File: config.mk
export PLATFORM = sky130hd
export DESIGN_NAME = uart_tx_arbiter
export DESIGN_NICKNAME = d
export VERILOG_FILES = /design/src/rtl/uart_tx_arbiter.sv
export SDC_FILE = /design/constraint.sdc
export NUM_CORES = 1
export LEC_CHECK = 0
export CAP_MARGIN = 20
export CORE_MARGIN = 2
export CORE_UTILIZATION = 41
export DETAILED_ROUTE_END_ITERATION = 8
export PLACE_DENSITY = 0.76
export SETUP_SLACK_MARGIN = 0.15
export SKIP_LAST_GASP = 1
export SYNTH_ARGS = -nofsm -noshare
export SYNTH_HDL_FRONTEND = slang
export SYNTH_SLANG_ARGS = --single-unit
File: constraint.sdc
create_clock -name clk -period 2 [get_ports clk]
set_clock_uncertainty 0.05 [all_clocks]
set_input_delay 0.3 -clock clk [delete_from_list [all_inputs] [get_ports clk]]
set_output_delay 0.3 -clock clk [all_outputs]
set_load 0.01 [all_outputs]
File: src/rtl/uart_tx_arbiter.sv
// Round-robin, message-locking arbiter that shares one uart_tx among NUM_REQ
// byte-stream requesters through a registered single-entry holding stage.
module uart_tx_arbiter #(
  parameter int NUM_REQ = 4,
  parameter int WIDTH   = 8,
  parameter int TIMEOUT = 1024,
  parameter int GW      = $clog2(NUM_REQ)
) (
  input  logic                     clk,
  input  logic                     rst_n,
  input  logic [NUM_REQ-1:0]       req_valid,
  input  logic [NUM_REQ*WIDTH-1:0] req_data,
  input  logic [NUM_REQ-1:0]       req_last,
  output logic [NUM_REQ-1:0]       req_ready,
  output logic [WIDTH-1:0]         tx_data,
  output logic                     tx_valid,
  input  logic                     tx_ready,
  output logic [GW-1:0]            grant_id,
  output logic                     busy,
  output logic                     timeout_evt
);

  localparam int            SW         = (TIMEOUT > 0) ? $clog2(TIMEOUT + 1) : 1;
  localparam logic [SW-1:0] STALL_LAST = SW'((TIMEOUT > 0) ? (TIMEOUT - 1) : 0);
  localparam logic [GW-1:0] LAST_IDX   = GW'(NUM_REQ - 1);

  typedef enum logic {IDLE, LOCK} state_t;

  state_t           state;
  state_t           state_nxt;
  logic [GW-1:0]    rr_ptr;
  logic [GW-1:0]    winner;
  logic [GW-1:0]    ptr_after_grant;
  logic             any_valid;
  logic             g_valid;
  logic             g_last;
  logic [WIDTH-1:0] g_data;
  logic             last_pend;
  logic [SW-1:0]    stall_cnt;
  logic             xfer;
  logic             accept;
  logic             msg_done;
  logic             stall_tick;
  logic             wd_fire;

  // Two passes: indices at or above rr_ptr override those below, lowest wins in each.
  always_comb begin
    winner    = '0;
    any_valid = 1'b0;
    for (int j = NUM_REQ - 1; j >= 0; j--) begin
      if (req_valid[j] && (GW'(j) < rr_ptr)) begin
        winner    = GW'(j);
        any_valid = 1'b1;
      end
    end
    for (int j = NUM_REQ - 1; j >= 0; j--) begin
      if (req_valid[j] && (GW'(j) >= rr_ptr)) begin
        winner    = GW'(j);
        any_valid = 1'b1;
      end
    end
  end

  always_comb begin
    g_valid = 1'b0;
    g_last  = 1'b0;
    g_data  = '0;
    for (int i = 0; i < NUM_REQ; i++) begin
      if (grant_id == GW'(i)) begin
        g_valid = req_valid[i];
        g_last  = req_last[i];
        g_data  = req_data[i*WIDTH +: WIDTH];
      end
    end
  end

  assign xfer            = tx_valid && tx_ready;
  assign accept          = (state == LOCK) && g_valid && !tx_valid && !last_pend;
  assign msg_done        = (state == LOCK) && last_pend && xfer;
  assign stall_tick      = (state == LOCK) && !tx_valid && !last_pend && !g_valid;
  assign wd_fire         = (TIMEOUT > 0) && stall_tick && (stall_cnt == STALL_LAST);
  assign ptr_after_grant = (grant_id == LAST_IDX) ? '0 : grant_id + 1'b1;

  always_ff @(posedge clk or negedge rst_n) begin
    if (!rst_n) state <= IDLE;
    else        state <= state_nxt;
  end

  always_comb begin
    state_nxt = state;
    case (state)
      IDLE:    if (any_valid) state_nxt = LOCK;
      LOCK:    if (msg_done || wd_fire) state_nxt = IDLE;
      default: state_nxt = IDLE;
    endcase
  end

  // Only the locked requester may see ready, and only while the holding stage is empty.
  always_comb begin
    req_ready = '0;
    for (int i = 0; i < NUM_REQ; i++) begin
      req_ready[i] = (state == LOCK) && (grant_id == GW'(i)) && !tx_valid && !last_pend;
    end
  end

  always_ff @(posedge clk or negedge rst_n) begin
    if (!rst_n) begin
      rr_ptr      <= '0;
      grant_id    <= '0;
      tx_valid    <= 1'b0;
      tx_data     <= '0;
      busy        <= 1'b0;
      timeout_evt <= 1'b0;
      stall_cnt   <= '0;
      last_pend   <= 1'b0;
    end else begin
      timeout_evt <= 1'b0;
      busy        <= (state_nxt == LOCK);
      if (xfer) tx_valid <= 1'b0;
      case (state)
        IDLE: begin
          if (any_valid) begin
            grant_id  <= winner;
            stall_cnt <= '0;
          end
        end
        LOCK: begin
          if (accept) begin
            tx_data   <= g_data;
            tx_valid  <= 1'b1;
            last_pend <= g_last;
            stall_cnt <= '0;
          end else if (msg_done) begin
            last_pend <= 1'b0;
            rr_ptr    <= ptr_after_grant;
          end else if (wd_fire) begin
            timeout_evt <= 1'b1;
            rr_ptr      <= ptr_after_grant;
            stall_cnt   <= '0;
          end else if (stall_tick && (stall_cnt != {SW{1'b1}})) begin
            stall_cnt <= stall_cnt + 1'b1;
          end
        end
        default: ;
      endcase
    end
  end

endmodule
Word level (Yosys, flattened, before mapping)
Cells that the tools add are included.

storage, ports and cells
  bits in read-only memories = 0
  bits in registers = 27
  bits in writable memories = 0
  memories = 0
  output and inout bits = 17
  bits in latches = 0

operators by class
  reductions and logical operators = 43
  add/subtract/negate cells = 2
  bitwise operators = 2
  magnitude comparators = 8
  $mul = 0
  divide/modulo/power cells = 0
  equal/unequal tests = 8
  shift-type cells = 0
  mux-type cells = 49

operators by type and width
  cell                                                                                count
  11-bit two-way mux                                                                  5
  8-bit two-way mux                                                                   4
  1-bit logical AND                                                                   31
  1-bit two-way mux                                                                   27
  2-bit two-way mux                                                                   11
  11-bit one-hot mux with 2 select lines                                              1
  11-bit by 1-bit adder with 11-bit output, second input constant                     1
  11-bit by 10-bit == test with 1-bit output, second input constant                   1
  11-bit != test, second input constant                                               1
  2-bit AND reduction                                                                 3
  3-bit AND reduction                                                                 2
  2-bit == test, second input constant                                                2
  1-bit by 2-bit greater-or-equal comparator with 1-bit output, first input constant  2
  2-bit greater-or-equal comparator, first input constant                             2
  1-bit by 2-bit < comparator with 1-bit output, first input constant                 2
  2-bit < comparator, first input constant                                            2
  4-bit by 1-bit != test with 1-bit output, second input constant                     1
  2-bit nonzero test                                                                  2
  1-bit zero test                                                                     3
  3-bit != test, second input constant                                                1
  2-bit by 1-bit adder with 2-bit output, second input constant                       1
  2-bit by 1-bit == test with 1-bit output, second input constant                     1
  2-bit zero test                                                                     1
  2-bit != test, second input constant                                                1
  other kinds (3)                                                                     4

Logic depth before layout (Yosys ltp)
  depth after elaboration = 13
  depth in mapped cells = 8
  mapped depth without buffers = 7

Least setup slack after synthesis
OpenSTA, ideal clock, no wires.

  path kind = reg-to-reg
  start point = register grant_id[0]
  end point = register rr_ptr[0]
  library setup time = 128 ps
  stages on the path, launching flop included = 8
  setup slack = -122 ps
  clock period less this slack = 2122 ps
  data arrival time = 1944 ps
  cells stage by stage = dfrtp_1 -> inv_1 -> ha_1 -> a211oi_1 -> a221oi_4 -> nor4_4 -> a41oi_2 -> mux2_1

between the ends
  cells in the longest elaborated chain, start to end = 10
  elaborated cells on any way between the ends = 21
  classes of those cells = add/sub (1); eq/ne (3); mux (7); bitwise (1); reduce/logical (9)

RTL lines
  what                                                       RTL line  text
  start: declaration                                         18        output logic [GW-1:0] grant_id,
  start signal: assignment                                   123       grant_id <= winner;
  2-bit zero test                                            69        if (grant_id == GW'(i)) begin
  1-bit two-way mux (4 in a row)                             69
  1-bit zero test or 1-bit logical AND (tied branches)       80, 78
  1-bit logical AND (on tied branches)                       80, 78
  1-bit logical AND (on tied branches)                       81, 78
  2-bit nonzero test (no line) or 1-bit NOT (tied branches)  -
  3-bit AND reduction (no line)                              -
  end signal: assignment                                     135       rr_ptr <= ptr_after_grant;
  end signal: assignment                                     138       rr_ptr <= ptr_after_grant;
  end: declaration                                           31        logic [GW-1:0] rr_ptr;

Several ways; a longest one is shown, not always the timed one. The select of a mux whose other input is x is not followed.
A chain may end at the register's enable or synchronous reset.

Worst setup path in the final report
  start point = register grant_id[1]
  end point = register tx_data[4]

between the ends
  cells in the longest elaborated chain, start to end = 9
  elaborated cells on any way between the ends = 16
  classes of those cells = eq/ne (3); mux (8); reduce/logical (5)

RTL lines
  what                            RTL line  text
  2-bit zero test                 69
  1-bit two-way mux (4 in a row)  69
  1-bit logical AND (3 in a row)  78        assign accept = (state == LOCK) && g_valid && !tx_valid && !last_pend;
  2-bit AND reduction (no line)   -
  end signal: assignment          129       tx_data <= g_data;
  end: declaration                15        output logic [WIDTH-1:0] tx_data,

Several ways; a longest one is shown, not always the timed one.

==> summary.md <==
| Metric | Value |
|---|---|
| Status | `finished, violations left` |
| Failing checks | `negative setup slack` |
| Reg2Reg Setup Slack | `-210 ps` |
| Pwr dens | `1200 nW/um^2` |
| Final Hold Vio Count | `0` |
| Pre-CTS setup slack | `-242 ps` |
| Num CTS Buffers | `3` |
| Setup TNS | `-1900 ps` |
| Critical path peak fanout | `8` |
| Fin crit share | `1.10` |
| WP buf/inv | `5` |
| Layout cell share with drive strength beyond 1 | `0.312` |
| Startpoint types | `flip-flop` |
| Fmax achieved | `0.453 GHz` |
| Cts hold-fix bufs | `0` |
| Max Cap Viol | `0` |
| Synth area leader | `dfrtp_1` |
| Placed Cells | `326` |
| Post-synth top flop | `dfrtp_1` |
| DR pass1 iterations | `4` |
| First-pass GRT wire length | `9.74 mm` |
| Die area | `4950 um^2` |
| Final setup fails | `21` |
| Clk buf depth | `2` |
| CP arrival | `2360 ps` |
| ANT nets after route | `0` |
| Most frequent cells in the layout | `clkdlybuf4s50_1, buf_4, dfrtp_1` |
| Overall Power | `3.74 mW` |
| CP cell instances | `inv_4 > ha_4 > buf_4 > buf_6 > buf_8 > nor2b_1 > buf_4 > a221oi_1 > nor3_1 > a21oi_1 > o21ai_0` |
| Most used cell, CP | `buf_4` |
| Non-Filler Instances | `353` |
| Syn Area/Cell | `8.98 um^2` |
| Final instance area | `3110 um^2` |
| Vias | `2052` |
| Fin nets | `350` |
| Final min period | `2210 ps` |
| Post-synth EDFFs | `0` |
| Post-synthesis sequential area ratio | `0.374` |
| Clk sinks | `27` |
| Worst slew margin | `0.641` |
| Setup crit end kind | `flip-flop` |
| Clock root buffer | `clkbuf_8` |
| Placed Area | `2630 um^2` |
| Initial Utilization | `0.420` |
| Via/cell ratio | `5.81` |
| Post-synth ARST share | `1.00` |
| Placer congestion estimate | `0.851` |
| Net Count, Synth | `249` |
| Total track usage | `0.244` |
| Final HPWL DP | `3.79 mm` |
| Max stage delay on crit path | `440 ps` |
| Clk_lat worst skew | `290 ps` |
| Die extent in y | `70.4 um` |
| Antenna diodes | `0` |
| Ys Warns | `0` |
| Drt total wl | `6.41 mm` |
| Final worst slack | `-205 ps` |
| Top post-synthesis cells by area | `dfrtp_1, a221oi_1, nand2_1, o21ai_0, nor2b_1` |
| Port bufs | `59` |
| Distinct cells, synth | `46` |
| CTS tree | `built` |
| Vias in the first global route | `1937` |
| Routed length per placed instance | `18.2 um` |
| Placeable core area | `4290 um^2` |
| Mapped cell area | `1810 um^2` |
| Fillers | `307` |
| Site Rows | `24` |
| Die width | `70.4 um` |
| RSZ-0062 raised after global routing | `true` |
| I/O pins | `60` |
| Clock slew at reported path FFs | `100 ps` |
| CP required | `2160 ps` |
| Peak VDD IR | `0.947 mV` |
| Remaining DRCs | `0` |
| Initial antenna violation count | `0` |
| Kind of critical path | `flip-flop to flip-flop` |
| Final design utilization | `0.725` |
| Hold Crit Class | `primary input to async pin` |
| Slowest cell on crit path | `dfrtp_2` |
| DRT iter0 DRCs | `185` |
| Lkg Pwr | `1.32 nW` |
| FF+latch count, synth | `27` |
| Total overflow reported by the global router | `0` |
| # H-tree levels | `1` |
| Crit path max-delay family | `buffers and inverters` |
| Max-slew violations | `0` |
| WHS | `336 ps` |
| Synth top area share | `0.374` |
| Largest net degree at the start of global routing | `28` |
| Syn Inst Count | `201` |
| Commonest non-fill, non-tap cell in the layout | `clkdlybuf4s50_1` |
| Worst Tran Pin Value | `537 ps` |
| Area delta synth->final | `72.3%` |
-- report_power, final --
part	leakage, nW	internal [mW]	switching (mW)
logic	0.959	1.36	1.17
registers	0.331	0.719	0.158
clock network	0.0255	0.141	0.191
total	1.32	2.22	1.52
-- cells in the mapped netlist, types with 2 or more instances --
| master | number |
|---|---|
| mux2_1 | 2 |
| mux2i_1 | 2 |
| ha_1 | 5 |
| nand2_1 | 19 |
| and2_1 | 4 |
| o31ai_1 | 2 |
| o32ai_1 | 4 |
| a22o_1 | 4 |
| a2111o_1 | 2 |
| buf_6 | 2 |
| a211oi_1 | 2 |
| nand3_1 | 10 |
| dfrtp_1 | 27 |
| clkbuf_1 | 9 |
| a21oi_1 | 10 |
| o21ai_0 | 14 |
| a221oi_1 | 9 |
| nand3b_1 | 2 |
| nor2b_1 | 11 |
| inv_1 | 9 |
| nand4_1 | 3 |
| nor2_1 | 8 |
| nor3b_1 | 2 |
| or3_1 | 2 |
| a32oi_1 | 2 |
| nor3_1 | 13 |
| or2_2 | 2 |
| and3_1 | 2 |
-- sequential cells by signal, indices dropped and copies added, names as in the netlist --
register     count
grant_id         2
timeout_evt      1
tx_data          8
busy             1
last_pend        1
stall_cnt       11
rr_ptr           2
tx_valid         1
-- worst paths after layout --
check                             startpoint           end  cells past startpoint
worst max-delay path             grant_id[1]    tx_data[4]                     11
worst min-delay path                   rst_n    tx_data[1]                      2
worst max register to register   grant_id[1]    tx_data[4]                     11
worst min register to register  stall_cnt[6]  stall_cnt[6]                      1
max in group asynchronous              rst_n   grant_id[0]                      2
min in group clk                stall_cnt[6]  stall_cnt[6]                      1
-- cell families (layout without fill, tap and decap cells) --
kind of cell | after synthesis | after routing | share of synthesized area
flops | 27 | 27 | 0.374
simple gates | 85 | 85 | 0.262
mux | 5 | 5 | 0.0298
buf+inv | 22 | 122 | 0.0554
compound gates | 57 | 57 | 0.244
fa+ha+maj | 5 | 5 | 0.0347
-- per-layer routing --
layer / GRT usage / vias to the layer above / wire length [um]
li1: - / 958 / -
met1: 0.356 / 998 / 2720
met2: 0.372 / 86 / 3160
met3: 0.0303 / 10 / 426
met4: 0.0833 / 0 / 106
met5: 0 / - / 0
-- what timing repair did --
item | CTS | global route
resized for setup | 37 | 42
pin swaps | 12 | 8
gates cloned | 0 | 2
setup buffers | 11 | 10
endpoints found under the setup margin | 29 | 29
-- final cells by class --
| cell class | instances | area, um^2 | area share |
|---|---|---|---|
| clock inverter | 1 | 5.00 | 0.00161 |
| clock buffer | 3 | 41.3 | 0.0133 |
| timing repair buffer | 109 | 1080 | 0.347 |
| sequential | 27 | 678 | 0.218 |
| inverter | 9 | 38.8 | 0.0125 |
| multi-input combinational | 152 | 1200 | 0.387 |
| tap | 52 | 65.1 | 0.0209 |
Power figures use the tool's default switching activity.
